File: src/rtl/arb_pkg.sv
// Shared types and helpers for the 8-way arbiter.
// Defines the requester count, the index width, the FSM state type and the
// winner-selection functions.
package arb_pkg;

    localparam int unsigned N_REQ = 8;
    localparam int unsigned IDX_W = 3;

    typedef enum logic [0:0] {
        IDLE = 1'b0,
        BUSY = 1'b1
    } state_t;

    // Returns the first set request after 'last', wrapping 7 -> 0.
    // When req is all zero the result is 'last'; callers gate on |req.
    function automatic logic [IDX_W-1:0] next_rr(input logic [N_REQ-1:0] req,
                                                 input logic [IDX_W-1:0] last);
        logic [IDX_W-1:0] win;
        logic [IDX_W-1:0] cand;
        logic             found;
        win   = last;
        found = 1'b0;
        for (int k = 1; k <= N_REQ; k++) begin
            cand = last + IDX_W'(k);
            if (!found && req[cand]) begin
                win   = cand;
                found = 1'b1;
            end
        end
        return win;
    endfunction

    // Returns the lowest set request index (fixed priority).
    function automatic logic [IDX_W-1:0] lowest_set(input logic [N_REQ-1:0] req);
        logic [IDX_W-1:0] win;
        win = '0;
        for (int k = N_REQ - 1; k >= 0; k--) begin
            if (req[k]) begin
                win = IDX_W'(k);
            end
        end
        return win;
    endfunction

endpackage

File: src/rtl/arb_dec3to8_en.sv
// Enabled 3-to-8 one-hot decoder: y has the bit at idx set only when en is high.
module arb_dec3to8_en
    import arb_pkg::*;
(
    input  logic             en,
    input  logic [IDX_W-1:0] idx,
    output logic [N_REQ-1:0] y
);

    // One-hot decode, all zeros when disabled.
    always_comb begin
        y = '0;
        if (en) begin
            y[idx] = 1'b1;
        end
    end

endmodule

File: src/rtl/rr_arbiter_dec8.sv
// 8-requester round-robin arbiter with a per-grant hold limit.
// The grant is the enabled decode of the registered winner index, so it only
// changes on clock edges (or asynchronously on reset) and never follows req.
// Build option: define ARB_FIXED_PRIO_EN to replace round-robin with fixed
// priority (lowest set request wins); the hold limit still applies.
module rr_arbiter_dec8
    import arb_pkg::*;
#(
    parameter int unsigned MAX_HOLD = 16,
    parameter int unsigned HOLD_W   = 5
) (
    input  logic             clk,
    input  logic             rst_n,
    input  logic             en,
    input  logic [N_REQ-1:0] req,
    input  logic             done,
    output logic [N_REQ-1:0] gnt,
    output logic [IDX_W-1:0] gnt_idx,
    output logic             gnt_valid,
    output logic             timeout
);

    // Reject configurations the decoder and hold counter cannot support.
    if (N_REQ != 8) begin : g_bad_nreq
        $error("rr_arbiter_dec8: N_REQ must be 8");
    end
    if (MAX_HOLD < 2 || MAX_HOLD > 31) begin : g_bad_hold
        $error("rr_arbiter_dec8: MAX_HOLD must be in 2..31");
    end
    if ((1 << HOLD_W) <= MAX_HOLD) begin : g_bad_hold_w
        $error("rr_arbiter_dec8: HOLD_W too narrow for MAX_HOLD");
    end

    state_t             state_q, state_d;
    // The winner index doubles as the round-robin pointer ("last owner").
    logic [IDX_W-1:0]   idx_q, idx_d;
    logic [HOLD_W-1:0]  hold_q, hold_d;
    logic               timeout_q, timeout_d;
    logic [IDX_W-1:0]   winner;
    logic               release_req;

`ifdef ARB_FIXED_PRIO_EN
    assign winner = lowest_set(req);
`else
    assign winner = next_rr(req, idx_q);
`endif

    // Owner-driven release conditions; these beat the hold limit.
    assign release_req = done || !req[idx_q] || !en;

    // Next-state logic for the grant FSM, hold counter and timeout pulse.
    always_comb begin
        state_d   = state_q;
        idx_d     = idx_q;
        hold_d    = hold_q;
        timeout_d = 1'b0;
        unique case (state_q)
            IDLE: begin
                if (en && (|req)) begin
                    idx_d   = winner;
                    hold_d  = '0;
                    state_d = BUSY;
                end
            end
            BUSY: begin
                hold_d = hold_q + HOLD_W'(1);
                if (release_req) begin
                    state_d = IDLE;
                end else if (hold_q == HOLD_W'(MAX_HOLD - 1)) begin
                    state_d   = IDLE;
                    timeout_d = 1'b1;
                end
            end
            default: begin
                state_d = IDLE;
            end
        endcase
    end

    // State registers; reset points the pointer at 7 so req[0] wins first.
    always_ff @(posedge clk or negedge rst_n) begin
        if (!rst_n) begin
            state_q   <= IDLE;
            idx_q     <= IDX_W'(N_REQ - 1);
            hold_q    <= '0;
            timeout_q <= 1'b0;
        end else begin
            state_q   <= state_d;
            idx_q     <= idx_d;
            hold_q    <= hold_d;
            timeout_q <= timeout_d;
        end
    end

    assign gnt_valid = (state_q == BUSY);
    assign gnt_idx   = idx_q;
    assign timeout   = timeout_q;

    arb_dec3to8_en u_dec (
        .en  (gnt_valid),
        .idx (idx_q),
        .y   (gnt)
    );

endmodule

File: config.mk
export PLATFORM = sky130hd
export DESIGN_NAME = rr_arbiter_dec8
export DESIGN_NICKNAME = d
export VERILOG_FILES = /design/src/rtl/arb_pkg.sv /design/src/rtl/arb_dec3to8_en.sv /design/src/rtl/rr_arbiter_dec8.sv
export SDC_FILE = /design/constraint.sdc
export NUM_CORES = 1
export LEC_CHECK = 0
export BUFFER_PORTS_ARGS = -buffer_cell sky130_fd_sc_hd__buf_4
export CORE_MARGIN = 5
export CORE_UTILIZATION = 55
export DETAILED_ROUTE_END_ITERATION = 8
export PLACE_DENSITY = 0.77
export RECOVER_POWER = 100
export SETUP_SLACK_MARGIN = 0.15
export SLEW_MARGIN = 40
export SYNTH_ARGS = -nofsm -noshare
export SYNTH_HDL_FRONTEND = slang
export SYNTH_HIERARCHICAL = 1
export SYNTH_SLANG_ARGS = --single-unit
File: constraint.sdc
create_clock -name clk -period 4.1 [get_ports clk]
set_clock_uncertainty 0.15 [all_clocks]
set_input_delay 0.82 -clock clk [delete_from_list [all_inputs] [get_ports clk]]
set_output_delay 0.82 -clock clk [all_outputs]
set_load 0.02 [all_outputs]
==> flow_summary.yaml <==
clock_tree:
  clock_path_buffers: 2
  ctsResizeCount: 0
  cts_sinks: 10
  clock-root-buffer: "clkbuf_4"
  clkLatencyLatePin_ns: 0.27
  cts.reportedPaths.clkPinSlew_ns: 0.08
  cts_buffers: 3
  hold_buffers: 0
  cts_tree: "done"
  cts_setup_buffers: 0
  h-tree-depth: 1
synth:
  synth_simple_gate_area_share_pct: 23.6
  yosys_warnings: 6
  synthCells: 134
  synth_compound_area_share_pct: 13.5
  synth_top_cell_area_share_pct: 13.5
  syn_nets: 150
  synth_edf_count: 0
  syn_area_mm2: 0.00133
  synth_mux_area_share_pct: 31.8
  synth_top_family_by_area: "multiplexers"
  yosys-top-cells-area: "mux4_2 (14%), dfrtp_1 (13%), mux2i_1 (9.8%), mux2_2 (8.5%), dfstp_2 (5.9%)"
  ys_seq_area_share_pct: 19.1
  async_flop_share_pct: 100
  syn_avg_cell_area_um2: 9.93
  synth_xor_area_share_pct: 5.17
  synth_adder_area_share_pct: 3.76
  synth_ff_type: "dfrtp_1"
  yosys.area.top_type: "mux4_2"
  ys_ff_latch: 10
  synth_cell_type_count: 45
routing:
  first_pass_iters: 4
  drtIter0Drc: 78
  drc: 0
  vias: 1256
  ant_nets: 0
  vias_per_cell: 6.75
  drt-wirelength-per-cell_um: 18.3
  drt-total-wl_um: 3410
timing:
  relSlewSlack_pct: 37.0
  rsz0062_at_grt: "false"
  hold_ws_ns: 0.349
  post-route-period-util_pct: 83.5
  hold_viol_final: 0
  layout_min_cycle_time_ns: 3.42
  finalSetupViolCount: 0
  maxSlewViolCount: 0
  fmax_mhz: 292
  tightestPinTransition_ns: 0.945
  fin_tns_setup_ns: 0
critical_path:
  reg2reg_to: "gnt_idx[1]"
  start_kind: "flip-flop"
  critical_path_arrival_ns: 3.47
  ff2ff_path_depth: 9
  required_ns: 4.15
  r2r_slack_ns: 0.68
  worstSetupPathType: "reg2reg"
  path_max_fanout: 20
  r2r-start: "gnt_idx[1]"
  critPathCaptureType: "flip-flop"
placement:
  place_congestion: 1.06
  place.detailed.hpwl_um: 2470
  portBuffers: 24
power:
  seq_power_share_pct: 14.7
  intPower_uw: 679
  peakVddDrop_uv: 572
  leakage_nw: 0.588
  pwr-share-clk_pct: 6.7
  p_comb_share_pct: 78.6
  p_switching_uw: 698
  switching_share_pct: 50.7
  total_power_mw: 1.38
  power_density_mw_per_mm2: 914
floorplan:
  die-area_mm2: 0.00350
  die_x_um: 59.2
  die_h_um: 59.2
  ios: 25
  start_util_pct: 59.0
  core-area_mm2: 0.00225
  placementRows: 17
layout:
  final_cell_mix: "mux2i_1 (13), nand2_1 (13), buf_4 (13), clkbuf_1 (13), mux2_2 (10)"
  nNetsFinal: 175
  layout-drive-gt1-share_pct: 29.7
  nFillCells: 206
  area_delta_synth_final_pct: 13.3
  seqCellArea_um2: 254
  multi_input_area_mm2: 0.00102
  diodes: 0
grt:
  antenna_found_initial: 0
  grt_usage_pct: 21.4
  grt_pass1_vias: 1149
  grtUsageMet3_pct: 3.49
  grtUsageMet2_pct: 34.7
  grt_overflow_total: 0
  grt-busiest-layer: "met2"
  grt_max_degree: 24
  grt_pass1_wl_um: 5700
  grt_use_met1_pct: 29.4
worst_hold_path:
  hp-class: "in2async"
status:
  status: "completed"
run:
  maxCapViolations: 0
-- cell families (layout without fill, tap and decap cells) --
| group | after synthesis | in the layout |
|---|---|---|
| simple gates | 49 | 49 |
| mux | 31 | 31 |
| compound gates | 24 | 24 |
| flops | 10 | 10 |
| buf+inv | 9 | 33 |
| xor+xnor | 7 | 7 |
| fa+ha+maj | 4 | 4 |
-- cell usage after synthesis (all sizes together) (2+ instances only) --
master	instances
dfstp	3
nor2	5
inv	3
or4	3
nand4	2
nor3	4
mux2i	13
nor4	2
and4b	3
nor4b	2
o22ai	2
mux4	8
o21ai	7
o211ai	3
xor2	4
and4bb	3
mux2	10
buf	5
nand2	13
xnor2	3
nor3b	2
dfrtp	7
ha	4
nand3	4
nand2b	3
-- critical path, stage by stage (launching register included) --
cell	delay (ns)
dfstp_2	0.53
clkbuf_1	0.70
ha_1	0.36
xor2_1	0.39
mux4_2	0.43
nand2_1	0.09
o21ai_0	0.08
o31a_1	0.28
o22ai_1	0.21
mux2i_1	0.11
-- flip-flops by register name, indices dropped and copies added (netlist names) --
| signal | cells |
|---|---|
| gnt_idx | 3 |
| gnt_valid | 1 |
| timeout | 1 |
| hold_q | 5 |
-- final cells by class --
type	instances	share of cell area, %
Clock buffer	4	2.41
Sequential cell	10	16.9
Timing Repair Buffer	26	9.72
Tap cell	28	2.33
Inverter	3	0.748
Multi-Input combinational cell	115	67.9
-- layer usage --
metal  routed length [um]  share of wire (%)
met1                 1500                 44
met2                 1590                 47
met3                  283                8.3
met4                   39                1.1
met5                    0                  0
-- through the flow --
stage	utilization, %	worst slack (ns)	instances	instance area (um^2)
after floorplan	-	0.839	134	1330
after global placement	67.9	1.03	182	1530
after detailed placement	67.9	0.970	182	1530
after CTS	69.5	0.935	186	1570
after global routing	66.8	0.483	186	1510
final	66.8	0.676	186	1510
-- power groups by stage --
stage          Clock (mW)  Sequential, mW  Combinational, mW
3_3_place_gp            0           0.202               1.07
6_report           0.0929           0.202               1.08
3_5_place_dp            0           0.205               1.09
2_1_floorplan           0           0.213              0.856
5_1_grt            0.0988           0.212               1.18
4_1_cts            0.0922           0.204               1.10
-- worst max path at each step --
stage	start	to	slack [ns]	cells past startpoint
floorplan	gnt_idx[1]	gnt_idx[1]	0.84	11
global placement	gnt_idx[0]	gnt_idx[1]	1.03	9
detailed placement	gnt_idx[0]	gnt_idx[1]	0.97	9
CTS	gnt_idx[0]	gnt_idx[1]	0.93	9
global route	gnt_idx[1]	gnt_idx[0]	0.48	6
finish	gnt_idx[1]	gnt_idx[1]	0.68	9
Note: power is estimated with default switching activity, not from simulation.
